<file path="src/rtl/vga_timing_pkg.sv">
// rtl/vga_timing_pkg.sv - 640x480@60 VGA timing constants, receiver FSM encoding, counter helper
package vga_timing_pkg;

    localparam int H_VISIBLE = 640;
    localparam int H_FRONT   = 16;
    localparam int H_SYNC    = 96;
    localparam int H_BACK    = 48;

    localparam int V_VISIBLE = 480;
    localparam int V_FRONT   = 10;
    localparam int V_SYNC    = 2;
    localparam int V_BACK    = 33;

    typedef enum logic [1:0] {
        ST_SEARCH = 2'd0,
        ST_HLOCK  = 2'd1,
        ST_LOCKED = 2'd2
    } rx_state_t;

    function automatic logic [9:0] sat_inc10(input logic [9:0] v);
        return (v == 10'h3FF) ? v : v + 10'd1;
    endfunction

endpackage

</file>
<file path="src/rtl/sync_edge.sv">
// rtl/sync_edge.sv - 2-FF synchronizer with a one-cycle falling-edge strobe
module sync_edge (
    input  logic clk,
    input  logic rst_n,
    input  logic d,
    output logic fall
);

    logic meta;
    logic sync;
    logic sync_d;

    always_ff @(posedge clk or negedge rst_n) begin
        if (!rst_n) begin
            meta   <= 1'b0;
            sync   <= 1'b0;
            sync_d <= 1'b0;
        end else begin
            meta   <= d;
            sync   <= meta;
            sync_d <= sync;
        end
    end

    assign fall = sync_d & ~sync;

endmodule

</file>
<file path="src/rtl/vga_rx.sv">
// rtl/vga_rx.sv - VGA receiver: sync recovery, frame lock and visible-pixel coordinates
module vga_rx
    import vga_timing_pkg::*;
#(
    parameter int H_TOTAL     = H_VISIBLE + H_FRONT + H_SYNC + H_BACK,
    parameter int V_TOTAL     = V_VISIBLE + V_FRONT + V_SYNC + V_BACK,
    parameter int LOCK_LINES  = 4,
    parameter int H_VIS_START = H_SYNC + H_BACK,
    parameter int H_VIS_LEN   = H_VISIBLE,
    parameter int V_VIS_START = V_SYNC + V_BACK,
    parameter int V_VIS_LEN   = V_VISIBLE
) (
    input  logic       clk,
    input  logic       rst,
    input  logic       hsync_in,
    input  logic       vsync_in,
    input  logic       r_in,
    input  logic       g_in,
    input  logic       b_in,
    output logic [9:0] x,
    output logic [9:0] y,
    output logic       valid,
    output logic [2:0] pix_rgb,
    output logic       newline,
    output logic       newframe,
    output logic       locked,
    output logic       timing_err,
    output logic [9:0] line_len
);

    // Assertion is immediate; release is re-timed so no flop leaves reset on a ragged edge.
    logic [1:0] rst_pipe;
    logic       rst_n_sync;

    always_ff @(posedge clk or negedge rst) begin
        if (!rst) rst_pipe <= 2'b00;
        else      rst_pipe <= {rst_pipe[0], 1'b1};
    end

    assign rst_n_sync = rst_pipe[1];

    logic h_fall;
    logic v_fall;

    sync_edge u_hsync (.clk(clk), .rst_n(rst_n_sync), .d(hsync_in), .fall(h_fall));
    sync_edge u_vsync (.clk(clk), .rst_n(rst_n_sync), .d(vsync_in), .fall(v_fall));

    logic [2:0] rgb_meta;
    logic [2:0] rgb_sync;

    always_ff @(posedge clk or negedge rst_n_sync) begin
        if (!rst_n_sync) begin
            rgb_meta <= 3'd0;
            rgb_sync <= 3'd0;
        end else begin
            rgb_meta <= {r_in, g_in, b_in};
            rgb_sync <= rgb_meta;
        end
    end

    logic [9:0] hcnt;
    logic       line_ok;

    assign line_ok = (sat_inc10(hcnt) == 10'(H_TOTAL));

    always_ff @(posedge clk or negedge rst_n_sync) begin
        if (!rst_n_sync) begin
            hcnt     <= 10'd0;
            line_len <= 10'd0;
        end else if (h_fall) begin
            hcnt     <= 10'd0;
            line_len <= sat_inc10(hcnt);
        end else begin
            hcnt     <= sat_inc10(hcnt);
        end
    end

    rx_state_t  state;
    logic [7:0] good_cnt;
    logic [9:0] vcnt;

    always_ff @(posedge clk or negedge rst_n_sync) begin
        if (!rst_n_sync) begin
            state      <= ST_SEARCH;
            good_cnt   <= 8'd0;
            vcnt       <= 10'd0;
            timing_err <= 1'b0;
        end else begin
            timing_err <= 1'b0;
            case (state)
                ST_SEARCH: begin
                    if (h_fall) begin
                        if (!line_ok) begin
                            good_cnt <= 8'd0;
                        end else if (good_cnt == 8'(LOCK_LINES - 1)) begin
                            good_cnt <= 8'd0;
                            state    <= ST_HLOCK;
                        end else begin
                            good_cnt <= good_cnt + 8'd1;
                        end
                    end
                end
                ST_HLOCK: begin
                    if (v_fall) begin
                        state <= ST_LOCKED;
                        vcnt  <= 10'd0;
                    end else if (h_fall && !line_ok) begin
                        state <= ST_SEARCH;
                    end
                end
                ST_LOCKED: begin
                    // A vsync edge also closes the line that ended with it, so both periods are checked.
                    if (v_fall) begin
                        vcnt <= 10'd0;
                        if ((h_fall && !line_ok) || (sat_inc10(vcnt) != 10'(V_TOTAL))) begin
                            state      <= ST_SEARCH;
                            good_cnt   <= 8'd0;
                            timing_err <= 1'b1;
                        end
                    end else if (h_fall) begin
                        vcnt <= sat_inc10(vcnt);
                        if (!line_ok) begin
                            state      <= ST_SEARCH;
                            good_cnt   <= 8'd0;
                            timing_err <= 1'b1;
                        end
                    end
                end
                default: state <= ST_SEARCH;
            endcase
        end
    end

    // hcnt trails the synchronized colour by one cycle (edge strobe stage), so decode on hcnt+1.
    logic [10:0] h_next;
    logic [9:0]  x_next;
    logic [9:0]  y_next;
    logic        in_win;

    assign h_next = {1'b0, hcnt} + 11'd1;
    assign x_next = 10'(h_next - 11'(H_VIS_START));
    assign y_next = vcnt - 10'(V_VIS_START);
    assign in_win = (state == ST_LOCKED)
                  && (h_next >= 11'(H_VIS_START)) && (h_next < 11'(H_VIS_START + H_VIS_LEN))
                  && (vcnt >= 10'(V_VIS_START)) && (vcnt < 10'(V_VIS_START + V_VIS_LEN));

    always_ff @(posedge clk or negedge rst_n_sync) begin
        if (!rst_n_sync) begin
            x        <= 10'd0;
            y        <= 10'd0;
            valid    <= 1'b0;
            pix_rgb  <= 3'd0;
            newline  <= 1'b0;
            newframe <= 1'b0;
            locked   <= 1'b0;
        end else begin
            locked <= (state == ST_LOCKED);
            if (in_win) begin
                x        <= x_next;
                y        <= y_next;
                valid    <= 1'b1;
                pix_rgb  <= rgb_sync;
                newline  <= (x_next == 10'd0);
                newframe <= (x_next == 10'd0) && (y_next == 10'd0);
            end else begin
                x        <= 10'd0;
                y        <= 10'd0;
                valid    <= 1'b0;
                pix_rgb  <= 3'd0;
                newline  <= 1'b0;
                newframe <= 1'b0;
            end
        end
    end

endmodule

</file>
<file path="config.mk">
export PLATFORM = sky130hd
export DESIGN_NAME = vga_rx
export DESIGN_NICKNAME = d
export VERILOG_FILES = /design/src/rtl/vga_timing_pkg.sv /design/src/rtl/sync_edge.sv /design/src/rtl/vga_rx.sv
export SDC_FILE = /design/constraint.sdc
export NUM_CORES = 1
export LEC_CHECK = 0
export CORE_MARGIN = 8
export CORE_UTILIZATION = 25
export DETAILED_ROUTE_END_ITERATION = 12
export PLACE_DENSITY_LB_ADDON = 0.25
export SYNTH_ARGS = -nofsm -noshare
export SYNTH_HDL_FRONTEND = slang
export SYNTH_SLANG_ARGS = --single-unit
export TNS_END_PERCENT = 1
</file>
<file path="constraint.sdc">
create_clock -name clk -period 5.5 [get_ports clk]
set_clock_uncertainty 0.05 [all_clocks]
set_input_delay 1.65 -clock clk [delete_from_list [all_inputs] [get_ports clk]]
set_output_delay 1.65 -clock clk [all_outputs]
set_load 0.05 [all_outputs]
</file>
==> results_dict.tcl <==
set metrics [dict create \
    synth_cells 396 \
    slew_headroom 0.335 \
    drv_slew 0 \
    clk_pin_slew_ps 60 \
    r2r_cells 10 \
    critPathLaunch "line_len[1]" \
    drive_gt1_frac 0.0686 \
    synth_area_um2 3920 \
    worstPathRequired_ps 3800 \
    finalWorstSetupSlack_ps 2270 \
    crit_slowest_cell "clkdlybuf4s50_1" \
    n_fill_cell 1590 \
    async_reset_ff_frac 1.00 \
    synthFlopType "dfrtp_1" \
    clock_path_buffers 2 \
    crit_chain "clkdlybuf4s50_1" \
    initial_core_util 0.257 \
    cp_num_cells 1 \
    max_freq_ghz 0.310 \
    yosys-top-cells-area "dfrtp_1 52%, nor2_1 3.9%, o21ai_0 3.3%, a21oi_1 2.7%, nand2_1 2.7%" \
    drt_iter0_drc 246 \
    setup_violations 0 \
    synth_common_cells "82 x dfrtp_1, 41 x nor2_1, 28 x nand2_1" \
    ys_ff_latch 82 \
    viasPerCell 4.77 \
    multi_input_area_um2 1740 \
    p_leak_nw 2.10 \
    fin_crit_ps 3230 \
    dp_slack_ps 2320 \
    clock-root-buffer "clkbuf_16" \
    synth_edf_count 0 \
    core-area_um2 15300 \
    grtUsageTotal 0.0984 \
    syn_nets 411 \
    regToRegEndpoint "pix_rgb[1]" \
    r2r-start "hcnt[0]" \
    die_h_um 141 \
    antenna_found_initial 0 \
    timing.critical_path.slowest_cell_delay_ps 810 \
    finalSetupTns_ps 0 \
    fin_area_um2 4870 \
    synth_top_area_frac 0.523 \
    critPathCaptureType "primary output" \
    tightestPinTransition_ps 997 \
    yosys.area.top_type "dfrtp_1" \
    ys_types 58 \
    rsz0062_at_grt "no" \
    grt_max_degree 81 \
    seq_area_frac_synth 0.523 \
    holdWs_ps 298 \
    numPortBuffers 44 \
    outcome "completed" \
    drtAntennaViolNets 0 \
    syn_to_final_growth_pct 24.1 \
    n_antenna_cell 0 \
    die_area_um2 19900 \
    routabilityCongestion 0.873 \
    cp_top_family "buffers and inverters" \
    h-tree-depth 3 \
    die_w_um 141 \
    cts_sinks 82 \
    rows 45 \
    wire_per_inst_um 14.2 \
    grt_pass1_wl_mm 15.8 \
    hold_violations 0 \
    yosysMostFrequentCell "dfrtp_1" \
    dpl_cell_area_um2 4540 \
    yosysWarningCount 0 \
    grt_pass1_vias 3081 \
    min_period_over_period 0.586 \
    cellPowerDensity_nw_per_um2 307 \
    totalWireLength_mm 9.23 \
    hold_path.class "flop to flop" \
    cap_violations 0 \
    worstSetupStartpointType "flop" \
    vias 3094 \
    drc 0 \
    rrSetupSlack_ps 2290 \
    cts-hold-fix-buffers 0 \
    finalNetCount 447 \
    crit_buf_inv 1 \
    postCtsSetupBuffers 0 \
    worstPathMaxFanout 2 \
    cts_resized 0 \
    peakVddDrop_v 0.000140 \
    crit_path_end "line_len[1]" \
    synth_area_per_cell_um2 9.90 \
    hpwlAfterDp_mm 6.63 \
    register_area_um2 2060 \
    ioPinCount 45 \
    clock_latency_ps 350 \
    crit_type "flop to primary output" \
    fin_util 0.319 \
    cts_tree "built" \
    cp.arrival_ps 1530 \
    cts_made_buffers 9 \
    grt-ovfl-total 0 \
    dr.pass1.iters 4 \
]
## final cells by class
type,instances,share of cell area
inverters,9,0.00694
clock buffers,9,0.0463
flip-flops and latches,82,0.422
clock inverters,7,0.0211
multi-input cells,285,0.357
well taps,211,0.0543
repair buffers,45,0.0921
## per-stage QoR
stage	power, mW	cells
2_1_floorplan	0.790	396
3_3_place_gp	0.856	632
3_5_place_dp	0.857	632
4_1_cts	1.52	648
5_1_grt	1.57	648
6_report	1.49	648
## flip-flops by register name (all words and copies together), names as in the netlist, 2 cells and up
| register | flops |
|---|---|
| good_cnt | 8 |
| state | 2 |
| x | 10 |
| y | 10 |
| rgb_sync | 3 |
| vcnt | 10 |
| hcnt | 10 |
| rst_pipe | 2 |
| line_len | 10 |
| pix_rgb | 3 |
| rgb_meta | 3 |
## cell usage in the layout, fill, tap and decap left out, types with 11 or more instances in the layout
cell type	n
nand2_1	28
nor2_1	41
nand3_1	16
nor3_1	15
nand4_1	11
o21ai_0	26
dfrtp_1	81
a21oi_1	21
and2_1	11
a31oi_1	13
clkdlybuf4s50_1	44
## worst min path at each step
stage,from,endpoint,cells past startpoint
CTS,rgb_meta[1],rgb_sync[1],0
global route,rgb_meta[2],rgb_sync[2],0
global placement,rgb_meta[2],rgb_sync[2],0
floorplan,rgb_meta[0],rgb_sync[0],0
finish,rgb_meta[1],rgb_sync[1],0
detailed placement,rgb_meta[2],rgb_sync[2],0
## logic make-up after synthesis
kind of cell             after synthesis  synth area share
multiplexers                           3           0.00798
flip-flops                            82             0.523
buffers and inverters                 29            0.0335
other                                  1          0.000957
AO/OA/AOI/OAI                         93             0.152
XOR/XNOR                              14            0.0313
adder cells (fa/ha/maj)                8            0.0255
AND/OR/NAND/NOR                      166             0.225
## power by group
part / total, mW / switching [mW] / internal, mW / leakage [nW]
combinational: 0.170 / 0.113 / 0.0579 / 0.848
sequential: 0.675 / 0.0424 / 0.632 / 1.09
clock: 0.649 / 0.248 / 0.401 / 0.156
## routing by layer
metal / up-vias / track usage / routed length (um)
met5: - / 0 / 0
met4: 0 / 0.0322 / 112
met3: 10 / 0.0409 / 587
met2: 72 / 0.146 / 4080
met1: 1511 / 0.127 / 4440
li1: 1501 / - / -
Power figures use the tool's default switching activity.
